$ cat src/rtl/laser_rx_deframer.sv
`default_nettype none
// ============================================================================
// Module   : laser_rx_deframer
// Purpose  : Receive-side deframer for the laser link. Oversamples the raw
//            photodiode level on the system clock, recovers start / data /
//            stop framing (idle 0, start 1, DATA_BITS LSB first, stop 0) and
//            emits one byte per good frame as a single-cycle data_valid pulse.
//            Reports stop-bit framing errors and keeps a good-frame count.
// Ports    : clock      - system clock, rising edge
//            reset      - asynchronous, active-low
//            en         - receiver enable; low forces idle
//            laser_in   - raw asynchronous photodiode level
//            data_valid - one-cycle pulse when a good frame completes
//            data_in    - last good byte (updates only with data_valid)
//            frame_err  - one-cycle pulse when the stop bit samples high
//            busy       - high whenever the FSM is not idle
//            rx_count   - good frames received, wraps at 16 bits
// Params   : CLKS_PER_BIT >= 3, DATA_BITS >= 2
// Revision : 1.0 - initial release
// ============================================================================
module laser_rx_deframer #(
  parameter int CLKS_PER_BIT = 4,
  parameter int DATA_BITS    = 8
) (
  input  logic                 clock,
  input  logic                 reset,
  input  logic                 en,
  input  logic                 laser_in,
  output logic                 data_valid,
  output logic [DATA_BITS-1:0] data_in,
  output logic                 frame_err,
  output logic                 busy,
  output logic [15:0]          rx_count
);

  localparam int HALF = CLKS_PER_BIT / 2;
  localparam int CW   = $clog2(CLKS_PER_BIT);
  localparam int IW   = $clog2(DATA_BITS + 1);

  localparam logic [CW-1:0] C_HALF_M1  = CW'(HALF - 1);
  localparam logic [CW-1:0] C_LAST     = CW'(CLKS_PER_BIT - 1);
  localparam logic [IW-1:0] C_IDX_LAST = IW'(DATA_BITS - 1);

  typedef enum logic [2:0] {
    S_IDLE  = 3'd0,
    S_START = 3'd1,
    S_DATA  = 3'd2,
    S_STOP  = 3'd3,
    S_BREAK = 3'd4
  } state_t;

  state_t               state, state_n;
  logic                 sync_meta, sync;
  logic [CW-1:0]        cnt, cnt_n;
  logic [IW-1:0]        idx, idx_n;
  logic [DATA_BITS-1:0] shreg, shreg_n;
  logic                 dv_n, fe_n;

  // Two-flop synchronizer; only the second stage is ever looked at.
  always_ff @(posedge clock or negedge reset) begin
    if (!reset) begin
      sync_meta <= 1'b0;
      sync      <= 1'b0;
    end else begin
      sync_meta <= laser_in;
      sync      <= sync_meta;
    end
  end

  always_ff @(posedge clock or negedge reset) begin
    if (!reset) begin
      state      <= S_IDLE;
      cnt        <= '0;
      idx        <= '0;
      shreg      <= '0;
      data_valid <= 1'b0;
      frame_err  <= 1'b0;
      data_in    <= '0;
      rx_count   <= 16'd0;
    end else begin
      state      <= state_n;
      cnt        <= cnt_n;
      idx        <= idx_n;
      shreg      <= shreg_n;
      data_valid <= dv_n;
      frame_err  <= fe_n;
      if (dv_n) begin
        data_in  <= shreg;
        rx_count <= rx_count + 16'd1;
      end
    end
  end

  always_comb begin
    state_n = state;
    cnt_n   = cnt;
    idx_n   = idx;
    shreg_n = shreg;
    dv_n    = 1'b0;
    fe_n    = 1'b0;
    if (!en) begin
      // Disabling abandons any partial frame without reporting it.
      state_n = S_IDLE;
      cnt_n   = '0;
      idx_n   = '0;
    end else begin
      case (state)
        S_IDLE: begin
          if (sync) begin
            state_n = S_START;
            cnt_n   = '0;
          end
        end
        S_START: begin
          // Re-check the start bit near its middle; a short glitch falls back
          // to idle without any error indication.
          if (cnt == C_HALF_M1) begin
            cnt_n = '0;
            if (sync) begin
              state_n = S_DATA;
              idx_n   = '0;
            end else begin
              state_n = S_IDLE;
            end
          end else begin
            cnt_n = cnt + CW'(1);
          end
        end
        S_DATA: begin
          if (cnt == C_LAST) begin
            cnt_n = '0;
            // Right shift: after DATA_BITS samples the first (LSB) bit sits
            // at bit 0.
            shreg_n = {sync, shreg[DATA_BITS-1:1]};
            idx_n   = idx + IW'(1);
            if (idx == C_IDX_LAST) begin
              state_n = S_STOP;
            end
          end else begin
            cnt_n = cnt + CW'(1);
          end
        end
        S_STOP: begin
          if (cnt == C_LAST) begin
            cnt_n = '0;
            if (!sync) begin
              dv_n    = 1'b1;
              state_n = S_IDLE;
            end else begin
              fe_n    = 1'b1;
              state_n = S_BREAK;
            end
          end else begin
            cnt_n = cnt + CW'(1);
          end
        end
        S_BREAK: begin
          // Wait out a stuck-high line so it is not mistaken for a new start.
          if (!sync) begin
            state_n = S_IDLE;
          end
        end
        default: begin
          state_n = S_IDLE;
          cnt_n   = '0;
          idx_n   = '0;
        end
      endcase
    end
  end

  assign busy = (state != S_IDLE);

endmodule
`default_nettype wire
$ cat config.mk
export PLATFORM = sky130hd
export DESIGN_NAME = laser_rx_deframer
export DESIGN_NICKNAME = d
export VERILOG_FILES = /design/src/rtl/laser_rx_deframer.sv
export SDC_FILE = /design/constraint.sdc
export NUM_CORES = 1
export LEC_CHECK = 0
export ABC_CLOCK_PERIOD_IN_PS = 1600
export BUFFER_PORTS_ARGS = -buffer_cell sky130_fd_sc_hd__buf_4
export CAP_MARGIN = 10
export CORE_ASPECT_RATIO = 0.9
export CORE_MARGIN = 2
export CORE_UTILIZATION = 43
export CTS_BUF_LIST = sky130_fd_sc_hd__clkbuf_16
export CTS_CLUSTER_DIAMETER = 120
export DETAILED_ROUTE_END_ITERATION = 8
export PLACE_DENSITY = 0.65
export SYNTH_ARGS = -nofsm -noshare
export SYNTH_HDL_FRONTEND = slang
export SYNTH_SLANG_ARGS = --single-unit
$ cat constraint.sdc
create_clock -name clock -period 1.6 [get_ports clock]
set_input_delay 0.16 -clock clock [delete_from_list [all_inputs] [get_ports clock]]
set_output_delay 0.16 -clock clock [all_outputs]
set_load 0.01 [all_outputs]
==> impl_metrics.ini, run 1 <==
[global_routing]
antenna_found_initial = 0
grt_overflow = 0
grt_max_degree = 46
grt_pass1_wl_um = 7480
first_global_vias = 1603
globalRouteTotalUtil = 0.172

[synth]
count_of_flip_flops_with_a_built_in_enable_after_synthesis = 0
cell_type_contributing_the_most_total_cell_area_after_synthesis = sky130_fd_sc_hd__dfrtp_1
synth.area.top_cells = sky130_fd_sc_hd__dfrtp_1, sky130_fd_sc_hd__mux2_2, sky130_fd_sc_hd__xnor2_1
synth_commonest_cells = sky130_fd_sc_hd__dfrtp_1, sky130_fd_sc_hd__mux2_2, sky130_fd_sc_hd__xnor2_1, sky130_fd_sc_hd__nand2_1, sky130_fd_sc_hd__nand3_1
syn_inst = 171
per_instance_average_area_after_synthesis_um2 = 12.3
ys_types = 42
syn-num-nets = 180
post_synth_instance_area_mm2 = 0.00211
synth.yosys.warnings = 0
ys_async_sr_fraction = 1.00
postSynthRegisterBits = 45
synth_flop_cell = sky130_fd_sc_hd__dfrtp_1
synth.top_cell.area_share = 0.534
yosysSeqAreaShare = 0.534
synth.most_common_cell = sky130_fd_sc_hd__dfrtp_1

[floorplan]
start_util = 0.442
dieHeight_um = 70.4
placeableCoreArea_mm2 = 0.00477
fp.dieArea_mm2 = 0.00548
die_width_um = 77.8
floorplan.io_pins = 31
num_rows = 24

[sta]
hold_viol_final = 0
clock-skew-final_ns = 0.00541
whs_ns = 0.201
tns_ns = 0
rsz0062_at_grt = true
final.period_utilization = 0.987
slew-limit-headroom = 0.619
f_max_ghz = 0.633
report.final.slew_viol_count = 0
min_period_ns = 1.58
setup_violations = 0
worst_tran_pin_value_ns = 0.572

[finish]
area_growth_pct = 33.5
antennaDiodeCount = 0
post_route_cells_drive_above_1_share = 0.416
finalInstanceArea_mm2 = 0.00282
nets = 234

[detailed_routing]
route.vias.total = 1570
first_pass_iters = 4
route.layer.met1.wl_um = 1800
met3WireLength_um = 223
detailedRoute.firstIterationViolations = 104
avgViaCountPerCell = 5.40
wirelength_routed_um = 4360
dr_drc_count = 0
antenna_violating_nets_post_route = 0
routed.top_layer = met4
route.met2.wl_um = 2250
route.detailed.wl_per_inst_um = 15.0

[clock_network]
tritoncts = built
cts_buffer_count = 5
clkTransAtPathRegs_ns = 0.06
tritoncts_num_sinks = 45
clockBufferDepth = 2
cts.root.buffer_cell = sky130_fd_sc_hd__clkbuf_16
ctsHtreeMaxLevel = 2
clock_insertion_delay_worst_skew_ns = 0.29

[power_and_ir_drop]
pwr_density_cell_mw_per_mm2 = 880
internal_mw = 1.95
comb_power_share = 0.059
power_switching_share = 0.212
vdd.ir_drop.worst_mv = 0.668
total_power_mw = 2.48
seq_power_share = 0.467
power.static_leakage_nw = 1.40
share_clk_of_total_power = 0.474
net-switching-power_mw = 0.525

[place]
postPlaceCellArea_mm2 = 0.00250
port_buffers = 30
gp_routability_congestion = 0.815
hpwl_after_detailed_placement_um = 2980

[worst_setup_path]
timing.critical_path.slowest_stage_cell = sky130_fd_sc_hd__dfrtp_1
timing.critical_path.arrival_ns = 1.75
critical_path_class = reg2reg
worstPathMaxFanout = 15
worst_path_largest_cell_delay_ns = 0.39
timing.critical_path.to_type = register
crit_path_cell_trace = ha_4 > nand3b_4 > buf_4 > nor2_4 > buf_12 > mux2_2
timing.critical_path.from_type = register
critical_path_required_ns = 1.77
worst_r2r_path_depth = 6

[min_path]
hold_class = in2reg
timing.hold.worst_path_depth = 2

[outcome]
run_status = completed

[job]
maxCapViolCount = 0
==> cell families (layout without fill, tap and decap cells) <==
family | count (synthesis) | in the layout | share of synthesized area
AO/OA/AOI/OAI | 19 | 19 | 0.0635
XOR/XNOR | 16 | 16 | 0.0664
adder cells (fa/ha/maj) | 5 | 5 | 0.0297
buffers and inverters | 10 | 65 | 0.0296
flip-flops | 45 | 45 | 0.534
multiplexers | 19 | 19 | 0.101
AND/OR/NAND/NOR | 57 | 57 | 0.176
==> final timing paths <==
check	start	end	slack, ns
max	cnt[1]	data_in[1]	0.02
min	en	cnt[0]	0.20
max reg2reg	cnt[1]	data_in[1]	0.02
min reg2reg	sync_meta	sync	0.36
max in group asynchronous	reset	rx_count[1]	0.77
min in group asynchronous	reset	state[2]	0.41
==> timing repair <==
| action | 4_1_cts | 5_1_grt |
|---|---|---|
| hold buffers | 2 | 0 |
| hold endpoints to repair | 46 | 0 |
| endpoints found under the setup margin | 11 | 20 |
| gates cloned | 0 | 0 |
| resized for setup | 2 | 13 |
| pin swaps | 0 | 14 |
| setup buffers | 0 | 7 |
==> through the flow <==
step / setup WS [ns] / util / cells
after floorplan: 0.0378 / - / 171
after global placement: 0.0133 / 0.525 / 274
after detailed placement: -0.0928 / 0.525 / 274
after CTS: 0.00237 / 0.566 / 284
after global routing: -0.0826 / 0.590 / 291
final: 0.0211 / 0.590 / 291
==> flip-flops by register name (all words and copies together), names as in the netlist <==
signal,flops
rx_count,16
shreg,8
data_in,8
cnt,2
sync,1
sync_meta,1
data_valid,1
idx,4
frame_err,1
state,3
==> critical path: cells and delay by family (launching register included) <==
family                     cells  cell delay, ns
adders and majority gates      1            0.17
DFF                            1            0.39
buffers and inverters          2            0.33
and+or+nand+nor                2            0.23
muxes                          1            0.33
==> area by class of cell <==
cell class	count	area, um^2
clock buffers	5	125
clock inverters	3	46.3
fillers	399	1960
inverters	3	11.3
multi-input cells	116	990
flip-flops and latches	45	1130
well taps	65	81.3
repair buffers	54	435
==> power groups by stage <==
stage               registers, mW  clock network [mW]  logic [mW]
finish                       1.16                1.17       0.145
global route                 1.16                1.25       0.162
CTS                          1.16                1.20       0.134
detailed placement           1.18                   0       0.129
global placement             1.18                   0       0.123
floorplan                    1.18                   0      0.0641
==> cells in the final DEF (no fill, tap or decap), types with 2 or more instances in the layout <==
cell	netlist	routed
sky130_fd_sc_hd__a21boi_0	2	2
sky130_fd_sc_hd__a21oi_1	3	3
sky130_fd_sc_hd__a31oi_1	2	2
sky130_fd_sc_hd__and2_1	2	2
sky130_fd_sc_hd__and3_1	4	4
sky130_fd_sc_hd__buf_12	0	2
sky130_fd_sc_hd__buf_4	2	50
sky130_fd_sc_hd__clkbuf_16	0	5
sky130_fd_sc_hd__dfrtp_1	45	44
sky130_fd_sc_hd__dlygate4sd3_1	0	2
sky130_fd_sc_hd__ha_1	5	2
sky130_fd_sc_hd__ha_4	0	2
sky130_fd_sc_hd__inv_1	3	3
sky130_fd_sc_hd__mux2_2	18	18
sky130_fd_sc_hd__nand2_1	10	10
sky130_fd_sc_hd__nand3_1	9	8
sky130_fd_sc_hd__nand3b_4	2	2
sky130_fd_sc_hd__nand4_1	8	8
sky130_fd_sc_hd__nor2_1	5	5
sky130_fd_sc_hd__nor2b_1	5	4
sky130_fd_sc_hd__nor4_1	3	3
sky130_fd_sc_hd__nor4_4	1	2
sky130_fd_sc_hd__o211ai_1	2	2
sky130_fd_sc_hd__o21ai_0	3	2
sky130_fd_sc_hd__xnor2_1	12	11
sky130_fd_sc_hd__xor2_1	4	4
==> routing by layer <==
metal / GRT usage / up-vias
li1: - / 725
met1: 0.218 / 766
met2: 0.288 / 68
met3: 0.0349 / 11
met4: 0.0655 / 0
met5: 0 / -
(Power assumes the default switching activity.)
==> run 2, diff against run 1 <==
--- a/config.mk
+++ b/config.mk
@@ -5,6 +5,7 @@
 export SDC_FILE = /design/constraint.sdc
 export NUM_CORES = 1
 export LEC_CHECK = 0
+export ABC_AREA = 1
 export ABC_CLOCK_PERIOD_IN_PS = 1600
 export BUFFER_PORTS_ARGS = -buffer_cell sky130_fd_sc_hd__buf_4
 export CAP_MARGIN = 10
==> run 2 against run 1 <==
  * Register-to-register slack better by 0.11 ns
  * Sequential share of layout area up 2.4 points
  * Hold slack better by 0.021 ns
  * Utilization down 4.4 points
  * Critical endpoint is now rx_count[6]
  * Highest routed layer unchanged
==> impl_metrics.ini, run 2 <==
[worst_setup_path]
timing.critical_path.from_type = register
crit_path_cell_trace = ha_4 > nand2_4 > nor2_4 > nand3_2 > nor2_4 > buf_4 > xor2_1
critical_path_required_ns = 1.81
worst_path_largest_cell_delay_ns = 0.41
timing.critical_path.to_type = register
cell_type_group_with_the_largest_total_delay_on_the_critical_path = simple AND/OR/NAND/NOR gates
worstPathMaxFanout = 5
critPathMostFrequentCell = sky130_fd_sc_hd__nor2_4
timing.critical_path.slowest_stage_cell = sky130_fd_sc_hd__dfrtp_1
critical_path_class = reg2reg
timing.critical_path.arrival_ns = 1.67
path_buf_inv = 1

[sta]
worst_tran_pin_value_ns = 0.563
hold_viol_final = 0
slew-limit-headroom = 0.625
min_period_ns = 1.47
final.period_utilization = 0.916
setup_violations = 0
clock-skew-final_ns = 0.00388
f_max_ghz = 0.683
report.final.slew_viol_count = 0
rsz0062_at_grt = true

[detailed_routing]
first_pass_iters = 4
route.vias.total = 1694
wirelength_routed_um = 4110
detailedRoute.firstIterationViolations = 91
dr_drc_count = 0
route.detailed.wl_per_inst_um = 11.7
avgViaCountPerCell = 4.81
antenna_violating_nets_post_route = 0

[floorplan]
die_width_um = 79.0
start_util = 0.447
fp.dieArea_mm2 = 0.00564
placeableCoreArea_mm2 = 0.00486
num_rows = 24
floorplan.io_pins = 31
dieHeight_um = 71.5

[synth]
synth_commonest_cells = sky130_fd_sc_hd__nand2_1, sky130_fd_sc_hd__dfrtp_1, sky130_fd_sc_hd__inv_1, sky130_fd_sc_hd__o21ai_0, sky130_fd_sc_hd__nand3_1
synth.area.top_cells = sky130_fd_sc_hd__dfrtp_1, sky130_fd_sc_hd__nand2_1, sky130_fd_sc_hd__o21ai_0
syn_inst = 248
ys_async_sr_fraction = 1.00
synth.yosys.warnings = 0
synth.top_cell.area_share = 0.518
synth_flop_cell = sky130_fd_sc_hd__dfrtp_1
ys_types = 27
post_synth_instance_area_mm2 = 0.00217
count_of_flip_flops_with_a_built_in_enable_after_synthesis = 0
synth.most_common_cell = sky130_fd_sc_hd__nand2_1
yosysSeqAreaShare = 0.518
syn-num-nets = 257
cell_type_contributing_the_most_total_cell_area_after_synthesis = sky130_fd_sc_hd__dfrtp_1
per_instance_average_area_after_synthesis_um2 = 8.77
postSynthRegisterBits = 45

[global_routing]
grt_overflow = 0
globalRouteTotalUtil = 0.169
first_global_vias = 1613
grt_pass1_wl_um = 7480
grt_max_degree = 46
antenna_found_initial = 0

[finish]
largest-register = rx_count
fill_cells = 467
post_route_cells_drive_above_1_share = 0.209
antennaDiodeCount = 0
largest_reg_flops = 16
layout.cells.most_common_list = sky130_fd_sc_hd__nand2_1, sky130_fd_sc_hd__dfrtp_1, sky130_fd_sc_hd__buf_4
regArea_mm2 = 0.00113
area_growth_pct = 22.2
multi_input_comb_area_um2 = 911
nets = 295
final_core_utilization = 0.546
biggestRegsByFlops = rx_count (16), data_in (8), shreg (8)
mostFrequentLayoutCell = sky130_fd_sc_hd__nand2_1

[job]
maxCapViolCount = 0

[place]
gp_routability_congestion = 0.828
hpwl_after_detailed_placement_um = 2950
port_buffers = 30

[power_and_ir_drop]
total_power_mw = 2.72
power.static_leakage_nw = 1.29
pwr_density_cell_mw_per_mm2 = 1020
vdd.ir_drop.worst_mv = 0.537

[clock_network]
cts.root.buffer_cell = sky130_fd_sc_hd__clkbuf_16
clkTransAtPathRegs_ns = 0.06
clock_insertion_delay_worst_skew_ns = 0.28
tritoncts_num_sinks = 45
ctsHtreeMaxLevel = 2
cts_buffer_count = 5
tritoncts = built
clockBufferDepth = 2

[min_path]
hold_class = in2reg

[outcome]
run_status = completed
[run 2: cell type report]
type	instances	area share
clock buffers	5	0.0471
clock inverters	3	0.00800
inverters	29	0.0410
multi-input cells	168	0.343
flip-flops and latches	45	0.424
well taps	65	0.0306
repair buffers	37	0.106
[run 2: kinds of logic (layout without fill, tap and decap cells)]
group,after synthesis,after routing,synth area share
simple gates,125,125,0.271
flops,45,45,0.518
buf+inv,35,74,0.0748
compound gates,28,28,0.0673
xor+xnor,10,10,0.0403
fa+ha+maj,5,5,0.0288
[run 2: layer usage]
metal,global-route usage,wire length [um]
met1,0.225,1940
met3,0.0491,169
met4,0.0575,22
met2,0.267,1980
met5,0,0
[run 2: worst paths after layout]
| check | start | end | slack [ns] | cells after the start |
|---|---|---|---|---|
| max | cnt[1] | rx_count[6] | 0.13 | 7 |
| min | en | cnt[1] | 0.22 | 3 |
| max reg2reg | cnt[1] | rx_count[6] | 0.13 | 7 |
| min reg2reg | sync_meta | sync | 0.35 | 0 |
| max in group asynchronous | reset | state[2] | 0.77 | 2 |
| min in group asynchronous | reset | rx_count[7] | 0.42 | 2 |
[run 2: worst register-to-register path, cell delays in order, from the launching register on]
cell	delay, ns
sky130_fd_sc_hd__dfrtp_1	0.41
sky130_fd_sc_hd__ha_4	0.19
sky130_fd_sc_hd__nand2_4	0.06
sky130_fd_sc_hd__nor2_4	0.15
sky130_fd_sc_hd__nand3_2	0.14
sky130_fd_sc_hd__nor2_4	0.18
sky130_fd_sc_hd__buf_4	0.14
sky130_fd_sc_hd__xor2_1	0.13
[run 2: where the power goes]
part	total (mW)	switching, mW	internal, mW
sequential	1.27	0.0843	1.18
clock	1.01	0.432	0.581
combinational	0.445	0.278	0.167
total	2.72	0.795	1.93
[run 2: per-stage QoR]
stage,instance area [um^2],TNS [ns],std cells,setup WS (ns),hold WS [ns]
floorplan,2170,0,248,0.204,-0.136
global placement,2460,0,341,0.126,0.199
detailed placement,2460,0,341,0.0308,0.198
CTS,2620,0,351,0.0240,0.226
global route,2660,-0.0411,352,-0.0127,0.247
finish,2660,0,352,0.135,0.222
[run 2: repair_timing]
item	in CTS	in global routing
buffers inserted	0	1
hold buffers	2	0
endpoints found under the setup margin	0	13
hold endpoints to repair	46	0
gates resized for setup	0	7
==> run 3, diff against run 2 <==
--- a/config.mk
+++ b/config.mk
@@ -5,12 +5,10 @@
 export SDC_FILE = /design/constraint.sdc
 export NUM_CORES = 1
 export LEC_CHECK = 0
-export ABC_AREA = 1
-export ABC_CLOCK_PERIOD_IN_PS = 1600
+export ABC_AREA = 0
 export BUFFER_PORTS_ARGS = -buffer_cell sky130_fd_sc_hd__buf_4
 export CAP_MARGIN = 10
 export CORE_ASPECT_RATIO = 0.9
-export CORE_MARGIN = 2
 export CORE_UTILIZATION = 43
 export CTS_BUF_LIST = sky130_fd_sc_hd__clkbuf_16
 export CTS_CLUSTER_DIAMETER = 120
==> run 3 against run 2 <==
  * The run now ends with setup timing left
  * Utilization rose by 6.5 points
  * Flip-flop and latch count did not move
  * Largest cell class unchanged
  * Clock skew rose by 0.0013 ns
  * Largest power group is now clock
  * Die area fell by 8.0%
==> impl_metrics.ini, run 3 (synthesized netlist as in run 1, its figures left out) <==
[worst_setup_path]
critical_path_required_ns = 1.76
timing.critical_path.arrival_ns = 1.77
critPathLaunch = cnt[0]
timing.critical_path.slowest_stage_cell = sky130_fd_sc_hd__nor4_4
worst_path_largest_cell_delay_ns = 0.40
crit_path_cell_trace = ha_4 > buf_12 > nand3b_4 > nor4_4 > nand4_1 > xnor2_1
critical_path_class = reg2reg
regToRegSetupSlack_ns = -0.01
regToRegStartpoint = cnt[0]
timing.critical_path.from_type = register
worstPathMaxFanout = 4
timing.critical_path.to_type = register

[finish]
area_growth_pct = 32.7
post_route_cells_drive_above_1_share = 0.393
layout.cells.most_common_list = sky130_fd_sc_hd__dfrtp_1, sky130_fd_sc_hd__buf_4, sky130_fd_sc_hd__mux2_2
nets = 227
mostFrequentLayoutCell = sky130_fd_sc_hd__dfrtp_1
largest_reg_flops = 16
biggestRegsByFlops = rx_count (16), data_in (8), shreg (8)
antennaDiodeCount = 0
largest-register = rx_count
final_core_utilization = 0.612
finalInstanceArea_mm2 = 0.00280

[power_and_ir_drop]
power_switching_share = 0.189
pwr_density_cell_mw_per_mm2 = 925
power.static_leakage_nw = 1.40
share_clk_of_total_power = 0.500
vdd.ir_drop.worst_mv = 0.693
seq_power_share = 0.447
total_power_mw = 2.59
net-switching-power_mw = 0.490
internal_mw = 2.10
comb_power_share = 0.053

[floorplan]
placeableCoreArea_mm2 = 0.00458
fp.dieArea_mm2 = 0.00519
die_width_um = 75.8
start_util = 0.461
floorplan.io_pins = 31
num_rows = 23
dieHeight_um = 68.4

[detailed_routing]
detailedRoute.firstIterationViolations = 72
avgViaCountPerCell = 5.36
route.detailed.wl_per_inst_um = 14.6
wirelength_routed_um = 4090
route.vias.total = 1505
first_pass_iters = 4
antenna_violating_nets_post_route = 0
dr_drc_count = 0

[place]
hpwl_after_detailed_placement_um = 2850
gp_routability_congestion = 0.793
postPlaceCellArea_mm2 = 0.00251
port_buffers = 30

[clock_network]
tritoncts_num_sinks = 45
clkTransAtPathRegs_ns = 0.06
clockBufferDepth = 2
clock_insertion_delay_worst_skew_ns = 0.28
tritoncts = built
ctsHtreeMaxLevel = 2
cts_buffer_count = 5
cts.root.buffer_cell = sky130_fd_sc_hd__clkbuf_16

[sta]
setup_violations = 1
hold_viol_final = 0
f_max_ghz = 0.620
slew-limit-headroom = 0.622
clock-skew-final_ns = 0.00514
min_period_ns = 1.61
setup_slack_ns = -0.0119
report.final.slew_viol_count = 0
rsz0062_at_grt = true
final.period_utilization = 1.01
worst_tran_pin_value_ns = 0.567
whs_ns = 0.203

[global_routing]
global_route.peak_usage_layer = met2
globalRouteTotalUtil = 0.178
grt_util_met2 = 0.301
antenna_found_initial = 0
grt_pass1_wl_um = 6740
grt_overflow = 0
use_met3 = 0.0412
grt_max_degree = 46
grtUsageMet1 = 0.221
first_global_vias = 1458

[outcome]
failed_checks = setup timing
run_status = complete, but fails checks

[job]
maxCapViolCount = 0

[min_path]
holdCritStartpoint = en
hold_class = in2reg
[run 3: cell count changes in the layout (fill, tap and decap cells not counted), moves of 7 or more]
cell,change
sky130_fd_sc_hd__nand2_1,-54
sky130_fd_sc_hd__inv_1,-25
sky130_fd_sc_hd__o21ai_0,-19
sky130_fd_sc_hd__mux2_2,+18
sky130_fd_sc_hd__nor2_1,-12
sky130_fd_sc_hd__nand3_1,-10
sky130_fd_sc_hd__buf_4,+7
[run 3: per-layer routing]
metal  vias to the layer above  wire length, um  part of all wire
met5                         -                0                 0
met4                         0               33            0.0081
met3                         4              141             0.034
met2                        33             2070              0.51
met1                       759             1850              0.45
li1                        709                -                 -
[run 3: final timing paths]
path,to,depth (start not counted)
max,rx_count[11],6
min,cnt[0],2
max reg2reg,rx_count[11],6
min reg2reg,sync,0
max in group asynchronous,cnt[0],2
min in group asynchronous,state[1],2
[run 3: final cells by class]
cell class | instances | area (um^2)
fill | 359 | 1780
sequential | 45 | 1130
multi-input combinational | 116 | 998
timing repair buffer | 47 | 395
clock buffer | 5 | 125
tap | 62 | 77.6
clock inverter | 3 | 65.1
inverter | 3 | 11.3
[run 3: power by group through the flow]
stage,clock [mW],combinational (mW),sequential [mW]
after floorplan,0,0.0641,1.18
after global placement,0,0.122,1.18
after detailed placement,0,0.126,1.18
after CTS,1.32,0.132,1.16
after global routing,1.38,0.151,1.16
final,1.30,0.136,1.16
[run 3: through the flow]
stage               instances  worst slack [ns]  TNS (ns)
finish                    281           -0.0119   -0.0119
global route              281           -0.0791    -0.234
CTS                       280           -0.0302   -0.0302
detailed placement        270           -0.0696    -0.477
global placement          270          -0.00914   -0.0486
floorplan                 171            0.0378         0
[run 3: worst max-delay path, delay by kind of cell, from the launching register on]
family	cells	cell delay, ns
flip-flops	1	0.38
buffers and inverters	1	0.10
XOR/XNOR	1	0.16
AND/OR/NAND/NOR	3	0.69
adder cells (fa/ha/maj)	1	0.17
[run 3: repair_timing]
item / in CTS / in global routing
pin swaps: 1 / 9
hold buffers: 2 / 0
endpoints found under the setup margin: 13 / 20
buffers inserted: 0 / 1
gates resized for setup: 3 / 11
hold endpoints to repair: 46 / 0
